**src/rtl/mips_cpu_muldiv_pkg.sv**
```systemverilog
// mips_cpu_pkg: shared op function codes and muldiv FSM state type
package mips_cpu_pkg;
  localparam logic [5:0] OP_MULT  = 6'b011000;
  localparam logic [5:0] OP_MULTU = 6'b011001;
  localparam logic [5:0] OP_DIV   = 6'b011010;
  localparam logic [5:0] OP_DIVU  = 6'b011011;
  typedef enum logic [1:0] {IDLE, PREP, ITER, FIX} state_t;
  function automatic logic op_valid(input logic [5:0] op);
    return op[5:2] == 4'b0110;
  endfunction
endpackage

```
**src/rtl/mips_cpu_muldiv_if.sv**
```systemverilog
// mips_cpu_muldiv_if: request, HI/LO move and result bundle of the mul/div unit
interface mips_cpu_muldiv_if;
  logic start;
  logic [5:0] op;
  logic [31:0] a;
  logic [31:0] b;
  logic mthi;
  logic mtlo;
  logic [31:0] wdata;
  logic busy;
  logic done;
  logic [31:0] hi;
  logic [31:0] lo;
  modport master (output start, op, a, b, mthi, mtlo, wdata, input busy, done, hi, lo);
  modport slave (input start, op, a, b, mthi, mtlo, wdata, output busy, done, hi, lo);
endinterface

```
**src/rtl/mips_cpu_muldiv_hilo.sv**
```systemverilog
// mips_cpu_muldiv_hilo: HI/LO registers with move ports and a result write port that wins
module mips_cpu_muldiv_hilo (
  input  logic        clk,
  input  logic        reset,
  input  logic        mv_hi,
  input  logic        mv_lo,
  input  logic [31:0] wdata,
  input  logic        we,
  input  logic [31:0] res_hi,
  input  logic [31:0] res_lo,
  output logic [31:0] hi,
  output logic [31:0] lo
);
  always_ff @(posedge clk) begin
    if (reset) begin
      hi <= '0;
      lo <= '0;
    end else if (we) begin
      hi <= res_hi;
      lo <= res_lo;
    end else begin
      if (mv_hi) hi <= wdata;
      if (mv_lo) lo <= wdata;
    end
  end
endmodule

```
**src/rtl/mips_cpu_muldiv.sv**
```systemverilog
// mips_cpu_muldiv: iterative MULT/MULTU/DIV/DIVU unit; MIPS_CPU_MULDIV_EARLY_OUT_EN enables multiply early-out
module mips_cpu_muldiv import mips_cpu_pkg::*; (
  input logic clk,
  input logic reset,
  mips_cpu_muldiv_if.slave bus
);
  state_t state, nxt;
  logic mul_r, sgn_r, neg_q, neg_r, early, div0;
  logic [31:0] a_r, b_r, ma, mb, mplier, res_hi, res_lo;
  logic [63:0] acc, mcand, prod;
  logic [32:0] diff;
  logic [4:0] cnt;
  assign ma = sgn_r && a_r[31] ? -a_r : a_r;
  assign mb = sgn_r && b_r[31] ? -b_r : b_r;
  assign div0 = !mul_r && b_r == '0;
  assign diff = acc[63:31] - {1'b0, mcand[31:0]};
  assign prod = neg_q ? -acc : acc;
  assign res_hi = mul_r ? prod[63:32] : neg_r ? -acc[63:32] : acc[63:32];
  assign res_lo = mul_r ? prod[31:0] : neg_q ? -acc[31:0] : acc[31:0];
  assign bus.busy = state != IDLE;
  assign bus.done = state == FIX || (state == PREP && div0);
`ifdef MIPS_CPU_MULDIV_EARLY_OUT_EN
  // multiplicand shifts independently, so stopping early needs no realignment
  assign early = mul_r && mplier[31:1] == '0;
`else
  assign early = 1'b0;
`endif
  always_comb begin
    nxt = state == IDLE ? (bus.start && op_valid(bus.op) ? PREP : IDLE)
        : state == PREP ? (div0 ? IDLE : ITER)
        : state == ITER ? (cnt == 5'd31 || early ? FIX : ITER)
        : IDLE;
  end
  always_ff @(posedge clk) begin
    if (reset) state <= IDLE;
    else state <= nxt;
  end
  always_ff @(posedge clk) begin
    case (state)
      IDLE: if (bus.start) begin
        mul_r <= ~bus.op[1];
        sgn_r <= ~bus.op[0];
        a_r <= bus.a;
        b_r <= bus.b;
      end
      PREP: begin
        acc <= mul_r ? 64'd0 : {32'd0, ma};
        mcand <= {32'd0, mul_r ? ma : mb};
        mplier <= mb;
        neg_q <= sgn_r & (a_r[31] ^ b_r[31]);
        neg_r <= sgn_r & a_r[31];
        cnt <= '0;
      end
      ITER: begin
        cnt <= cnt + 5'd1;
        if (mul_r) begin
          acc <= acc + (mplier[0] ? mcand : 64'd0);
          mcand <= mcand << 1;
          mplier <= mplier >> 1;
        end else begin
          acc <= diff[32] ? {acc[62:0], 1'b0} : {diff[31:0], acc[30:0], 1'b1};
        end
      end
      default: ;
    endcase
  end
  mips_cpu_muldiv_hilo u_hilo (
    .clk(clk),
    .reset(reset),
    .mv_hi(bus.mthi && state == IDLE),
    .mv_lo(bus.mtlo && state == IDLE),
    .wdata(bus.wdata),
    .we(state == FIX),
    .res_hi(res_hi),
    .res_lo(res_lo),
    .hi(bus.hi),
    .lo(bus.lo)
  );
endmodule

```
**src/flat_wrapper.sv**
```systemverilog
// flat-port wrapper written by rule: the top's interface ports become plain ports
module mips_cpu_muldiv_flat import mips_cpu_pkg::*;
  (clk, reset, bus_start, bus_op, bus_a, bus_b, bus_mthi, bus_mtlo, bus_wdata, bus_busy, bus_done, bus_hi, bus_lo);
  mips_cpu_muldiv_if bus_i ();
  input logic clk;
  input logic reset;
  input wire logic [$bits(bus_i.start)-1:0] bus_start;
  input wire logic [$bits(bus_i.op)-1:0] bus_op;
  input wire logic [$bits(bus_i.a)-1:0] bus_a;
  input wire logic [$bits(bus_i.b)-1:0] bus_b;
  input wire logic [$bits(bus_i.mthi)-1:0] bus_mthi;
  input wire logic [$bits(bus_i.mtlo)-1:0] bus_mtlo;
  input wire logic [$bits(bus_i.wdata)-1:0] bus_wdata;
  output wire logic [$bits(bus_i.busy)-1:0] bus_busy;
  output wire logic [$bits(bus_i.done)-1:0] bus_done;
  output wire logic [$bits(bus_i.hi)-1:0] bus_hi;
  output wire logic [$bits(bus_i.lo)-1:0] bus_lo;
  assign bus_i.start = bus_start;
  assign bus_i.op = bus_op;
  assign bus_i.a = bus_a;
  assign bus_i.b = bus_b;
  assign bus_i.mthi = bus_mthi;
  assign bus_i.mtlo = bus_mtlo;
  assign bus_i.wdata = bus_wdata;
  assign bus_busy = bus_i.busy;
  assign bus_done = bus_i.done;
  assign bus_hi = bus_i.hi;
  assign bus_lo = bus_i.lo;
  mips_cpu_muldiv u_core (.clk(clk), .reset(reset), .bus(bus_i));
endmodule
```
**config.mk**
```make
export PLATFORM = sky130hd
export DESIGN_NAME = mips_cpu_muldiv_flat
export DESIGN_NICKNAME = d
export VERILOG_FILES = /design/src/rtl/mips_cpu_muldiv_pkg.sv /design/src/rtl/mips_cpu_muldiv_if.sv /design/src/rtl/mips_cpu_muldiv_hilo.sv /design/src/rtl/mips_cpu_muldiv.sv /design/src/flat_wrapper.sv
export SDC_FILE = /design/constraint.sdc
export NUM_CORES = 1
export LEC_CHECK = 0
export BUFFER_PORTS_ARGS = -buffer_cell sky130_fd_sc_hd__buf_2
export CAP_MARGIN = 0
export CORE_MARGIN = 4
export CORE_UTILIZATION = 40
export CTS_CLUSTER_DIAMETER = 100
export DETAILED_ROUTE_END_ITERATION = 7
export REMOVE_ABC_BUFFERS = 1
export SLEW_MARGIN = 30
export SYNTH_ARGS = -nofsm -noshare
export SYNTH_HDL_FRONTEND = slang
export SYNTH_SLANG_ARGS = --single-unit
```
**constraint.sdc**
```tcl
create_clock -name clk -period 9.4 [get_ports clk]
set_clock_uncertainty 0.2 [all_clocks]
set_input_delay 1.41 -clock clk [delete_from_list [all_inputs] [get_ports clk]]
set_output_delay 1.41 -clock clk [all_outputs]
set_load 0.005 [all_outputs]
```
**Yosys cells after proc, flatten, opt, wreduce, memory -nomap -nowiden**

Cells that the tools add are included.

- Add/sub/neg operators: 8
- Eq/ne operators: 6
- Mux-type cells: 28
- Bitwise operators: 5
- Reductions and logical operators: 17

Operators with widths:

| cell | number |
|---|---|
| 32-bit two-way mux | 13 |
| 64-bit two-way mux | 5 |
| 64-bit case mux with 2 select lines | 2 |
| 32-bit negator | 4 |
| 64-bit adder | 1 |
| 64-bit negator | 1 |
| 32-bit case mux with 2 select lines | 1 |
| 33-bit by 32-bit subtractor with 33-bit output | 1 |
| 32-bit logical NOT | 1 |
| 5-bit case mux with 2 select lines | 1 |
| 2-bit two-way mux | 4 |
| 2-bit nonzero test | 4 |
| 1-bit logical AND | 7 |
| 5-bit by 1-bit adder with 5-bit output, second input constant | 1 |
| 5-bit equality test, second input constant | 1 |
| 2-bit equality test, second input constant | 2 |
| 4-bit by 3-bit equality test with 1-bit output, second input constant | 1 |
| 2-bit AND reduction | 2 |
| 1-bit bitwise AND | 2 |
| 2-bit by 1-bit equality test with 1-bit output, second input constant | 1 |
| 2-bit logical NOT | 1 |
| 1-bit two-way mux | 2 |
| 2-bit by 1-bit != test with 1-bit output, second input constant | 1 |
| 1-bit inverter | 2 |
| other kinds (3) | 3 |

- Register bits after elaboration: 299
- Output and inout port bits: 66

**Logic depth before layout (Yosys ltp)**

- Word-level depth: 5
- Mapped depth: 15

**Modules after synthesis**

From an unflattened synthesis, not the netlist that was laid out.

- Cells, all modules: 2255
- Area total of the unflattened synthesis: 21565.7 µm²

By module, submodules not included:

| module | instances | cells an instance | area an instance (µm²) |
|---|---|---|---|
| mips_cpu_muldiv | 1 | 1970 | 18336.3 |
| mips_cpu_muldiv_hilo | 1 | 285 | 3229.3 |

**Worst setup path before layout**

No wires, ideal clock.

- Kind: register -> register
- From: register u_core.state[0]
- To: register u_core.mcand[0] (enable)
- Library setup time: 683 ps
- Arrival: 7954 ps
- Setup slack: 563 ps
- Stages on the path, launching flop included: 7
- Clock period less this slack: 8837 ps
- Path through: dfxtp_1 inv_1 ha_1 clkbuf_1 clkbuf_1 clkbuf_1 o21ai_0

- Cells in the longest elaborated chain, start to end: 3

RTL lines:

| what | line | text |
|---|---|---|
| from (decl) | mips_cpu_muldiv.sv:7 | `state_t state, nxt;` |
| from (signal assigned) | mips_cpu_muldiv.sv:36 | `else state <= nxt;` |
| 2-bit equality test / 2-bit by 1-bit equality test with 1-bit output (equally long branches) | mips_cpu_muldiv.sv:39 | `case (state)` |
| 2-bit by 1-bit != test with 1-bit output (no line) / 2-bit nonzero test (equally long branches) | - |  |
| 2-bit AND reduction (no line) * | - |  |
| to (signal assigned) | mips_cpu_muldiv.sv:48 | `mcand <= {32'd0, mul_r ? ma : mb};` |
| to (signal assigned) | mips_cpu_muldiv.sv:58 | `mcand <= mcand << 1;` |
| to (decl) | mips_cpu_muldiv.sv:10 | `logic [63:0] acc, mcand, prod;` |

Every way passes the cells marked *; elsewhere a longest branch is shown, timed or not.
A chain may end at the register's enable or synchronous reset.

**Worst setup path in the final report**

- From: register u_core.b_r[3]
- To: output port bus_done

- Cells in the longest elaborated chain, start to end: 4

RTL lines:

| what | line | text |
|---|---|---|
| from (decl) | mips_cpu_muldiv.sv:9 | `logic [31:0] a_r, b_r, ma, mb, mplier, res_hi, res_lo;` |
| from (signal assigned) | mips_cpu_muldiv.sv:44 | `b_r <= bus.b;` |
| 32-bit logical NOT | mips_cpu_muldiv.sv:15 | `assign div0 = !mul_r && b_r == '0;` |
| 1-bit logical AND | mips_cpu_muldiv.sv:15 |  |
| 1-bit logical AND | mips_cpu_muldiv.sv:21 | `assign bus.done = state == FIX \|\| (state == PREP && div0);` |
| 1-bit logical OR | mips_cpu_muldiv.sv:21 |  |
| to (decl) | flat_wrapper.sv:15 | `output wire logic [$bits(bus_i.done)-1:0] bus_done;` |

Every way passes these cells.

==> results_dict.tcl <==
set metrics [dict create \
    status "finished clean" \
    firstDrtPassIters 6 \
    cts_tree "yes" \
    crit_buf_inv 1 \
    cts.path.max_buffers 3 \
    setup_tns_ns 0 \
    antenna_left 0 \
    synth_top_cells_by_area "edfxtp_1 (33%), dfxtp_1 (6.3%), ha_1 (6.2%)" \
    clk_latency_ns 0.57 \
    synth-edff-count 233 \
    ys_warn_count 0 \
    fin_nets 2623 \
    path_delay_family "simple AND/OR/NAND/NOR gates" \
    crit_path_end_kind "primary output" \
    leakagePower_uw 0.00931 \
    dr_total_vias 18500 \
    yosysUniqueCellTypes 73 \
    synth.avg_cell_area_um2 9.17 \
    overflow 0 \
    fp.dieArea_um2 56400 \
    finalWorstSetupSlack_ns 4.03 \
    die_w_um 238 \
    die_height_um 238 \
    cp_data_arrival_time_ns 3.76 \
    post_cts_resized 0 \
    yosysSeqAreaShare 0.395 \
    period_share 0.571 \
    synth_area_um2 21100 \
    slowest_stage "nor4_1" \
    seq_area_um2 8320 \
    hold_violations 0 \
    drt-total-wl_um 71200 \
    path_class "flip-flop to primary output" \
    rsz0062_at_grt "false" \
    slew_viol_final 0 \
    grt_pass1_vias 17600 \
    synth_top_area_cell "edfxtp_1" \
    slew-limit-headroom 0.409 \
    crit_chain "nor4_1 > nand4b_1 > nor3_1 > nand3_1 > nor2_1 > a41o_1 > buf_2" \
    final_cell_mix "edfxtp_1 (233), a21oi_1 (178), nand2_1 (174)" \
    multiInputGateArea_um2 12100 \
    post-route-drc-count 0 \
    hp-class "flip-flop to flip-flop" \
    maxCapViolCount 0 \
    fillers 4965 \
    final_common_cell "edfxtp_1" \
    ir_drop_v 0.000136 \
    required_ns 7.79 \
    powerDensity_nw_per_um2 140 \
    slowest_delay_ns 0.73 \
    hold_buffers 0 \
    dpl.hpwl_um 53900 \
    grt_pass1_wl_um 107000 \
    syn-instance-count 2299 \
    layout-drive-gt1-share 0.129 \
    path_clk_slew_ns 0.06 \
    routedWlPerCell_um 22.9 \
    core_area_um2 51700 \
    cts_buffers 38 \
    area_growth_pct 13.2 \
    cts_max_level 2 \
    portBuffers 172 \
    vias_per_cell 5.93 \
    layout_min_cycle_time_ns 5.37 \
    drt_iter0_markers 1590 \
    grt_max_degree 105 \
    finalSetupViolations 0 \
    ys_seq_elements 299 \
    synth_async_sr_flop_share 0 \
    std_cell_rows 83 \
    cts_sinks 299 \
    cp_max_fo 5 \
    ys.flop_type "edfxtp_1" \
    io_pins 173 \
    cts-root-buf "clkbuf_16" \
    place.gp.congestion 0.950 \
    synth_top_cell_area_share 0.332 \
    ff2ff_setup_slack_ns 4.22 \
    dp_slack_ns 4.33 \
    antenna_found_initial 1 \
    initial_core_util 0.408 \
    worstSetupStartpointType "flip-flop" \
    grt.total_usage 0.242 \
    max_freq_ghz 0.186 \
    worstMarginPinSlew_ns 0.879 \
    post_cts.repair.setup_buffers 0 \
]
[power breakdown]
part	internal (uW)	switching [uW]	leakage, uW
Sequential	1470	32.5	0.00271
Clock	920	605	0.000641
Combinational	129	179	0.00596
[cell type report]
class	count	area share
Timing Repair Buffer	196	0.0438
Sequential cell	299	0.349
Inverter	76	0.0120
Tap cell	680	0.0357
Antenna cell	2	0.000210
Clock inverter	19	0.00981
Clock buffer	46	0.0446
Multi-Input combinational cell	1798	0.505
[final timing paths]
kind | start | endpoint | cells past startpoint
min | u_core.mplier[30] | u_core.mplier[29] | 2
min reg2reg | u_core.mplier[30] | u_core.mplier[29] | 2
max reg2reg | u_core.mplier[0] | u_core.acc[58] | 14
max | u_core.b_r[3] | bus_done | 7
[routing by layer]
metal  part of all wire  GRT usage
met5                  0          0
met4              0.023     0.0580
met3              0.075     0.0459
met2               0.44      0.377
met1               0.46      0.348
[metrics by stage]
step                      total power (uW)   util  cell area (um2)  instances  hold slack, ns
after floorplan                       1710      -            20600       2173           0.287
after global placement                1830  0.436            22500       3048           0.316
after detailed placement              1830  0.436            22500       3049           0.307
after CTS                             3370  0.461            23800       3114           0.330
after global routing                  3450  0.461            23800       3114           0.339
final                                 3330  0.461            23900       3116           0.329
[worst reg2reg max path: stages, from the launching register on]
cell and delay [ns]:
edfxtp_1 0.36, buf_4 0.30, and2_1 0.25, ha_1 0.22, fa_1 0.40, a21o_1 0.21, nand4_1 0.15, a21oi_1 0.17
o21ai_1 0.40, a2bb2oi_1 0.55, a22oi_1 0.33, a41oi_1 0.61, o31ai_1 0.16, and3_1 0.20, a2111oi_0 0.42
[flip-flops by register name (all words and copies together), names as in the netlist]
signal,count
u_core.sgn_r,1
u_core.b_r,32
u_core.u_hilo.lo,32
u_core.acc,64
u_core.mcand,64
u_core.state,2
u_core.neg_r,1
u_core.mul_r,1
u_core.neg_q,1
u_core.u_hilo.hi,32
u_core.a_r,32
u_core.cnt,5
u_core.mplier,32
[logic make-up after synthesis]
kind of cell               Yosys count  share of synthesized area
AOI/OAI and AO/OA                  705                      0.212
xor gates and xnor gates           204                     0.0848
adders and majority gates          107                     0.0642
buffers and inverters              202                     0.0362
DFF                                299                      0.395
muxes                               76                     0.0378
and+or+nand+nor                    706                      0.170
[synthesized netlist by cell type, types with 5 or more instances]
cell,n
edfxtp_1,233
nand2b_1,12
or4_1,18
dfxtp_1,66
a21oi_1,178
xnor2_1,94
ha_1,105
and3_1,63
o21bai_1,10
nand3_1,27
or3_1,17
a31oi_1,28
nor3b_1,6
o31ai_1,25
nand4_1,22
o21a_1,12
a2111oi_0,7
a21o_1,41
o21ai_0,149
nor4_1,14
a211oi_1,147
mux2i_1,47
o22ai_1,36
nor2_1,160
nand2_1,175
clkbuf_1,114
and2_1,107
o41ai_1,7
or2_2,5
o221ai_1,5
inv_1,74
a41oi_1,5
o211ai_1,18
a21boi_0,8
mux2_2,29
nor3_1,44
xor2_1,110
buf_1,8
nor2b_1,15
Power figures use the tool's default switching activity.
